<file path="src/rtl/dma_copy_pkg.sv">
// Shared encodings for the DMA copy/fill engine: command mode values and FSM states.
package dma_copy_pkg;

  localparam logic MODE_COPY = 1'b0;
  localparam logic MODE_FILL = 1'b1;

  typedef enum logic [2:0] {
    ST_IDLE    = 3'd0,
    ST_RD_REQ  = 3'd1,
    ST_RD_WAIT = 3'd2,
    ST_WR_REQ  = 3'd3,
    ST_DONE    = 3'd4
  } state_t;

endpackage

</file>
<file path="src/rtl/dma_copy_engine.sv">
// Word-granular memory copy/fill engine with one outstanding request; COPY costs 3 cycles/word, FILL 1 (no stalls).
// Requests hold until mem_gnt; optional busy-cycle counter perf_cycles when DMA_COPY_PERF_EN is defined.
module dma_copy_engine
  import dma_copy_pkg::*;
#(
  parameter int ADDR_W = 32,
  parameter int DATA_W = 32,
  parameter int LEN_W  = 16
) (
  input  logic              clk,
  input  logic              reset_n,
  input  logic              start,
  input  logic              mode,
  input  logic [ADDR_W-1:0] src_addr,
  input  logic [ADDR_W-1:0] dst_addr,
  input  logic [LEN_W-1:0]  len,
  input  logic [DATA_W-1:0] fill_value,
  input  logic              abort,
  output logic              busy,
  output logic              done,
  output logic              err,
  output logic [LEN_W-1:0]  words_done,
  output logic              mem_req,
  output logic              mem_we,
  output logic [ADDR_W-1:0] mem_addr,
  output logic [DATA_W-1:0] mem_wdata,
  input  logic              mem_gnt,
  input  logic              mem_rvalid,
  input  logic [DATA_W-1:0] mem_rdata
`ifdef DMA_COPY_PERF_EN
  , output logic [31:0]     perf_cycles
`endif
);

  localparam int ALIGN_W = $clog2(DATA_W / 8);
  localparam logic [ADDR_W-1:0] STEP = ADDR_W'(DATA_W / 8);

  state_t             state;
  logic               mode_q;
  logic [ADDR_W-1:0]  src_ptr;
  logic [ADDR_W-1:0]  dst_ptr;
  logic [LEN_W-1:0]   len_q;
  logic [DATA_W-1:0]  fill_q;
  logic               abort_pend;
  logic               abort_now;
  logic               misaligned;
  logic [LEN_W-1:0]   words_inc;

  assign busy = (state == ST_RD_REQ) || (state == ST_RD_WAIT) || (state == ST_WR_REQ);
  assign done = (state == ST_DONE);

  // An abort seen in any earlier busy cycle still counts when the handshake finally completes.
  assign abort_now  = abort | abort_pend;
  assign misaligned = (dst_addr[ALIGN_W-1:0] != '0) ||
                      ((mode == MODE_COPY) && (src_addr[ALIGN_W-1:0] != '0));
  assign words_inc  = words_done + 1'b1;

  always_ff @(posedge clk or negedge reset_n) begin
    if (!reset_n) begin
      state      <= ST_IDLE;
      mode_q     <= MODE_COPY;
      src_ptr    <= '0;
      dst_ptr    <= '0;
      len_q      <= '0;
      fill_q     <= '0;
      abort_pend <= 1'b0;
      err        <= 1'b0;
      words_done <= '0;
      mem_req    <= 1'b0;
      mem_we     <= 1'b0;
      mem_addr   <= '0;
      mem_wdata  <= '0;
    end else begin
      if (busy && abort) abort_pend <= 1'b1;
      case (state)
        ST_IDLE: begin
          if (start) begin
            mode_q     <= mode;
            src_ptr    <= src_addr;
            dst_ptr    <= dst_addr;
            len_q      <= len;
            fill_q     <= fill_value;
            words_done <= '0;
            err        <= 1'b0;
            abort_pend <= 1'b0;
            if (misaligned) begin
              err   <= 1'b1;
              state <= ST_DONE;
            end else if (len == '0) begin
              state <= ST_DONE;
            end else if (mode == MODE_FILL) begin
              state     <= ST_WR_REQ;
              mem_req   <= 1'b1;
              mem_we    <= 1'b1;
              mem_addr  <= dst_addr;
              mem_wdata <= fill_value;
            end else begin
              state    <= ST_RD_REQ;
              mem_req  <= 1'b1;
              mem_we   <= 1'b0;
              mem_addr <= src_addr;
            end
          end
        end
        ST_RD_REQ: begin
          if (mem_gnt) begin
            mem_req <= 1'b0;
            state   <= ST_RD_WAIT;
          end
        end
        ST_RD_WAIT: begin
          if (mem_rvalid) begin
            if (abort_now) begin
              err   <= 1'b1;
              state <= ST_DONE;
            end else begin
              state     <= ST_WR_REQ;
              mem_req   <= 1'b1;
              mem_we    <= 1'b1;
              mem_addr  <= dst_ptr;
              mem_wdata <= mem_rdata;
            end
          end
        end
        ST_WR_REQ: begin
          if (mem_gnt) begin
            mem_req    <= 1'b0;
            mem_we     <= 1'b0;
            dst_ptr    <= dst_ptr + STEP;
            src_ptr    <= src_ptr + STEP;
            words_done <= words_inc;
            // Completing the last word wins over a simultaneous abort.
            if (words_inc == len_q) begin
              state <= ST_DONE;
            end else if (abort_now) begin
              err   <= 1'b1;
              state <= ST_DONE;
            end else if (mode_q == MODE_FILL) begin
              mem_req   <= 1'b1;
              mem_we    <= 1'b1;
              mem_addr  <= dst_ptr + STEP;
              mem_wdata <= fill_q;
            end else begin
              state    <= ST_RD_REQ;
              mem_req  <= 1'b1;
              mem_addr <= src_ptr + STEP;
            end
          end
        end
        ST_DONE: state <= ST_IDLE;
        default: state <= ST_IDLE;
      endcase
    end
  end

`ifdef DMA_COPY_PERF_EN
  always_ff @(posedge clk or negedge reset_n) begin
    if (!reset_n) begin
      perf_cycles <= '0;
    end else if ((state == ST_IDLE) && start) begin
      perf_cycles <= '0;
    end else if (busy) begin
      perf_cycles <= perf_cycles + 32'd1;
    end
  end
`endif

endmodule

</file>
<file path="config.mk">
export PLATFORM = sky130hd
export DESIGN_NAME = dma_copy_engine
export DESIGN_NICKNAME = d
export VERILOG_FILES = /design/src/rtl/dma_copy_pkg.sv /design/src/rtl/dma_copy_engine.sv
export SDC_FILE = /design/constraint.sdc
export NUM_CORES = 1
export LEC_CHECK = 0
export BUFFER_PORTS_ARGS = -buffer_cell sky130_fd_sc_hd__buf_2
export CAP_MARGIN = 0
export CORE_UTILIZATION = 40
export CTS_BUF_LIST = sky130_fd_sc_hd__clkbuf_8
export DETAILED_ROUTE_END_ITERATION = 6
export SLEW_MARGIN = 25
export SYNTH_ARGS = -nofsm -noshare
export SYNTH_HDL_FRONTEND = slang
export SYNTH_SLANG_ARGS = --single-unit
export TNS_END_PERCENT = 10
</file>
<file path="constraint.sdc">
create_clock -name clk -period 3.6 [get_ports clk]
set_input_delay 0.54 -clock clk [delete_from_list [all_inputs] [get_ports clk]]
set_output_delay 0.54 -clock clk [all_outputs]
set_load 0.02 [all_outputs]
</file>
### Word level (Yosys, flattened, before mapping)

Cells that the tools add are included.

| word-level totals | value |
|---|---|
| input bits | 151 |
| bits in registers | 200 |
| output and inout port bits | 85 |
| logic and storage cells | 127 |

| cells by class | value |
|---|---|
| reduce and logical (&&, ||, !) cells | 20 |
| mux-type cells | 72 |
| equality and inequality tests | 17 |
| add/sub/neg operators | 3 |
| bitwise gates (word level) | 2 |

Operators with widths:

| cell | count |
|---|---|
| two-way mux 32 bit | 24 |
| one-hot mux 32 bit (3 select lines) | 2 |
| one-hot mux 32 bit (2 select lines) | 2 |
| adder 32 x 3 -> 32 bit (second input constant) | 2 |
| two-way mux 16 bit | 2 |
| one-hot mux 16 bit (2 select lines) | 1 |
| two-way mux 3 bit | 10 |
| two-way mux 1 bit | 26 |
| != test 2 bit (second input constant) | 11 |
| adder 16 x 1 -> 16 bit (second input constant) | 1 |
| equality test 16 bit | 1 |
| zero test 16 bit | 1 |
| one-hot mux 3 bit (4 select lines) | 1 |
| AND reduction 11 bit | 1 |
| AND reduction 5 bit | 2 |
| AND reduction 9 bit | 1 |
| AND reduction 8 bit | 1 |
| AND reduction 7 bit | 1 |
| equality test 3 x 2 -> 1 bit (second input constant) | 2 |
| one-hot mux 1 bit (3 select lines) | 2 |
| nonzero test 2 bit | 3 |
| != test 4 x 3 -> 1 bit (second input constant) | 1 |
| one-hot mux 1 bit (4 select lines) | 1 |
| nonzero test 4 bit | 1 |
| 11 further kinds | 14 |

### Logic depth before layout (Yosys ltp)

| logic depth | value |
|---|---|
| depth in word-level cells | 7 |
| depth in mapped cells | 9 |
| gate-level depth less buffers | 8 |

### Worst setup path after synthesis

OpenSTA, ideal clock, no wires.

| timing path | value |
|---|---|
| path type | register to register |
| start point | register words_done[0] |
| end point | register mem_addr[24] |
| slack | 0.820 ns |
| library setup time | 0.125 ns |
| arrival | 2.655 ns |
| data required time | 3.475 ns |
| cell stages (with the launch flop) | 10 |
| clock period less this slack | 2.780 ns |
| path buffers | 1 |
| cells stage by stage | dfrtp_1 > ha_1 > nand3_2 > nor4_2 > nor3_1 > o22ai_2 > nor4b_4 > nor3b_2 > buf_6 > mux2_2 |

| between the ends | value |
|---|---|
| word-level cells in the longest chain between the ends | 4 |

RTL lines:

| element | line | text |
|---|---|---|
| from (decl) | dma_copy_engine.sv:22 | `output logic [LEN_W-1:0] words_done,` |
| from (signal assigned) | dma_copy_engine.sv:131 | `words_done <= words_inc;` |
| adder 16 x 1 -> 16 bit | dma_copy_engine.sv:56 | `assign words_inc = words_done + 1'b1;` |
| equality test 16 bit | dma_copy_engine.sv:133 | `if (words_inc == len_q) begin` |
| != test 2 bit (no line) | - |  |
| AND reduction 9 bit (no line) | - |  |
| to (signal assigned) | dma_copy_engine.sv:95 | `mem_addr <= dst_addr;` |
| to (signal assigned) | dma_copy_engine.sv:141 | `mem_addr <= dst_ptr + STEP;` |
| to (signal assigned) | dma_copy_engine.sv:146 | `mem_addr <= src_ptr + STEP;` |
| to (decl) | dma_copy_engine.sv:25 | `output logic [ADDR_W-1:0] mem_addr,` |

No other way between the ends.
A chain may end at the register's enable or synchronous reset.

### Worst setup path after layout

| timing path | value |
|---|---|
| start point | register words_done[1] |
| end point | register mem_wdata[25] |

| between the ends | value |
|---|---|
| word-level cells in the longest chain between the ends | 4 |

RTL lines:

| element | line | text |
|---|---|---|
| adder 16 x 1 -> 16 bit | dma_copy_engine.sv:56 |  |
| equality test 16 bit | dma_copy_engine.sv:133 |  |
| != test 2 bit (no line) | - |  |
| AND reduction 11 bit (no line) | - |  |
| to (signal assigned) | dma_copy_engine.sv:96 | `mem_wdata <= fill_value;` |
| to (signal assigned) | dma_copy_engine.sv:121 | `mem_wdata <= mem_rdata;` |
| to (signal assigned) | dma_copy_engine.sv:142 | `mem_wdata <= fill_q;` |
| to (decl) | dma_copy_engine.sv:26 | `output logic [DATA_W-1:0] mem_wdata,` |

No other way between the ends.

==> metrics.yaml <==
status: "completed"
cts_max_level: 4
pwr-share-clk_pct: 14.5
initial_core_util_pct: 41.2
fin_area_um2: 14400
syn_area_um2: 12300
io_pins: 236
dpl-instance-area_um2: 13900
drtIter0Drc: 865
clock-sinks: 200
die-area_um2: 31600
grt_pass1_wl_um: 61900
startpoint_type: "flop"
r2r-end: "mem_wdata[25]"
path_cells: "ha_1, nand3_2, buf_4, nor3_1, nor3b_1, o22ai_1, nor4b_4, nor2_4, buf_16, mux2_1"
p_leak_uw: 0.00645
vias: 11600
powerDensity_nw_per_um2: 750
cp.required_ps: 3990
grt_pass1_vias: 11200
insertion_delay_ps: 510
path_class: "flop to flop"
postCtsHoldBufs: 0
end_kind: "flop"
hp-class: "primary input to async pin"
crit_path_top_delay_cell: "nor4b_4"
post_cts_buffers: 0
fin_nets: 1800
crit_start: "words_done[1]"
p_seq_share_pct: 39.3
hpwlAfterDp_um: 26200
drv_slew: 0
critPathMaxStageDelay_ps: 510
layout_min_cycle_time_ps: 3260
reg2reg_depth: 10
drv_cap: 0
synth_ff_type: "dfrtp_1"
worst_slew_pin_slew_ps: 1030
ys_seq_area_share_pct: 40.6
synthCells: 1469
portBuffers: 235
busiest_layer: "met2"
finalWirelength_um: 38800
grt_util_met1_pct: 33.8
max_slew_margin_pct: 31.5
rsz0062_at_grt: "no"
place.gp.congestion: 0.877
overflow: 0
reg2reg_setup_slack_ps: 340
cts_root_buffer: "clkbuf_8"
clockBufferDepth: 2
hold_viol_final: 0
path_max_fanout: 19
drive_gt1_share_pct: 21.8
cp.arrival_ps: 3650
r2r-start: "words_done[1]"
mostFrequentLayoutCells: "287 x nand2_1, 234 x buf_2, 199 x dfrtp_1, 129 x nor2_1, 119 x o21ai_0"
critical_path.endpoint: "mem_wdata[25]"
peakVddDrop_mv: 0.391
use_met3_pct: 6.73
synth_top_area_share_pct: 40.6
die_x_um: 178
wl_per_cell_um: 18.9
setup_viol: 0
via_per_inst: 5.66
p_switching_uw: 4890
tns_ps: 0
numCtsBuffers: 17
p_int_uw: 5890
finalPower_uw: 10800
p_comb_share_pct: 46.2
skew_ps: 24.8
fill_cells: 2991
finalCritPeriodShare_pct: 90.7
area_delta_synth_final_pct: 16.4
antenna_found_initial: 7
yosysUniqueCellTypes: 75
dieHeight_um: 178
netSwitchingFraction_pct: 45.4
ys_async_sr_fraction_pct: 100
synth.area.top_cells: "dfrtp_1 41%, nand2_1 8.8%, o21ai_0 4.8%"
rows: 63
final_common_cell: "nand2_1"
cts_tree: "done"
syn-num-nets: 1623
clock.fmax_ghz: 0.306
dr.pass1.iters: 5
yosys_register_bits: 200
grt_use_total_pct: 25.3
grt_max_degree: 101
grt.met2_usage_pct: 39.5
drc: 0
synth_area_per_cell_um2: 8.40
clkSlewWorstSetupHoldPaths_ps: 120
core_um2: 30000
cts_resized: 0
ant_nets: 0
synth_area_leader_cell: "dfrtp_1"
yosysWarnings: 0
synth-edff-count: 0
## per-layer routing
layer | wire (um) | up-vias | share of wire (%)
li1 | - | 5571 | -
met1 | 17500 | 5611 | 45
met5 | 27 | - | 0.070
met2 | 17600 | 369 | 45
met4 | 921 | 4 | 2.4
met3 | 2730 | 66 | 7.0
## critical path: cells and delay by family, from the launching register on
kind	cells	cell delay, ps
mux	1	310
flops	1	480
simple gates	5	1440
compound gates	1	170
buf+inv	2	420
fa+ha+maj	1	310
## per-stage QoR
step | setup slack (ps) | utilization (%) | cells | hold WS [ps]
2_1_floorplan | 820 | - | 1469 | 244
3_3_place_gp | 223 | 46.4 | 2015 | 457
3_5_place_dp | 104 | 46.4 | 2015 | 462
4_1_cts | 74.9 | 47.8 | 2047 | 124
5_1_grt | 162 | 47.9 | 2051 | 143
6_report | 336 | 48.0 | 2054 | 105
## cells in the mapped netlist (all sizes together), types with 20 or more instances
cell type  instances
a31oi             21
mux2              74
o21ai            119
dfrtp            200
nand2            288
nand3             50
o22ai             34
a21oi             95
xnor2             23
nor2             132
clkbuf            86
buf               27
mux2i             56
xor2              27
and3              20
## logic make-up (layout without fill, tap and decap cells)
group	Yosys count	after routing	synth area share (%)
AOI/OAI and AO/OA	357	357	17.4
xor gates and xnor gates	51	51	3.73
adders and majority gates	3	3	0.304
buffers and inverters	127	317	4.20
DFF	200	200	40.6
muxes	130	130	11.3
other	0	5	0
and+or+nand+nor	601	601	22.5
## how the worst min path moves through the flow
stage | endpoint | startpoint
floorplan | abort_pend | reset_n
global route | len_q[12] | reset_n
detailed placement | fill_q[29] | fill_q[29]
global placement | fill_q[22] | fill_q[22]
finish | len_q[12] | reset_n
CTS | src_ptr[0] | reset_n
## final cells by class
type | count | area (um2) | share of cell area [%]
clock inverter | 14 | 159 | 1.11
tap | 390 | 488 | 3.40
multi-input combinational | 1142 | 6860 | 47.8
inverter | 14 | 52.6 | 0.366
clock buffer | 18 | 248 | 1.72
timing repair buffer | 271 | 1540 | 10.7
antenna | 5 | 12.5 | 0.0871
sequential | 200 | 5010 | 34.8
## registers in the layout, summed over array words and instances (netlist names)
register	cells
dst_ptr	32
mem_addr	32
err	1
abort_pend	1
len_q	16
mem_we	1
mode_q	1
state	3
mem_wdata	32
fill_q	32
mem_req	1
src_ptr	32
words_done	16
## power groups by stage
stage / clock [uW] / combinational (uW) / sequential, uW
global route: 1690 / 5500 / 4400
detailed placement: 0 / 4960 / 4250
floorplan: 0 / 3170 / 4390
finish: 1570 / 4980 / 4240
CTS: 1610 / 4980 / 4220
global placement: 0 / 4870 / 4220
Note: power is estimated with default switching activity, not from simulation.
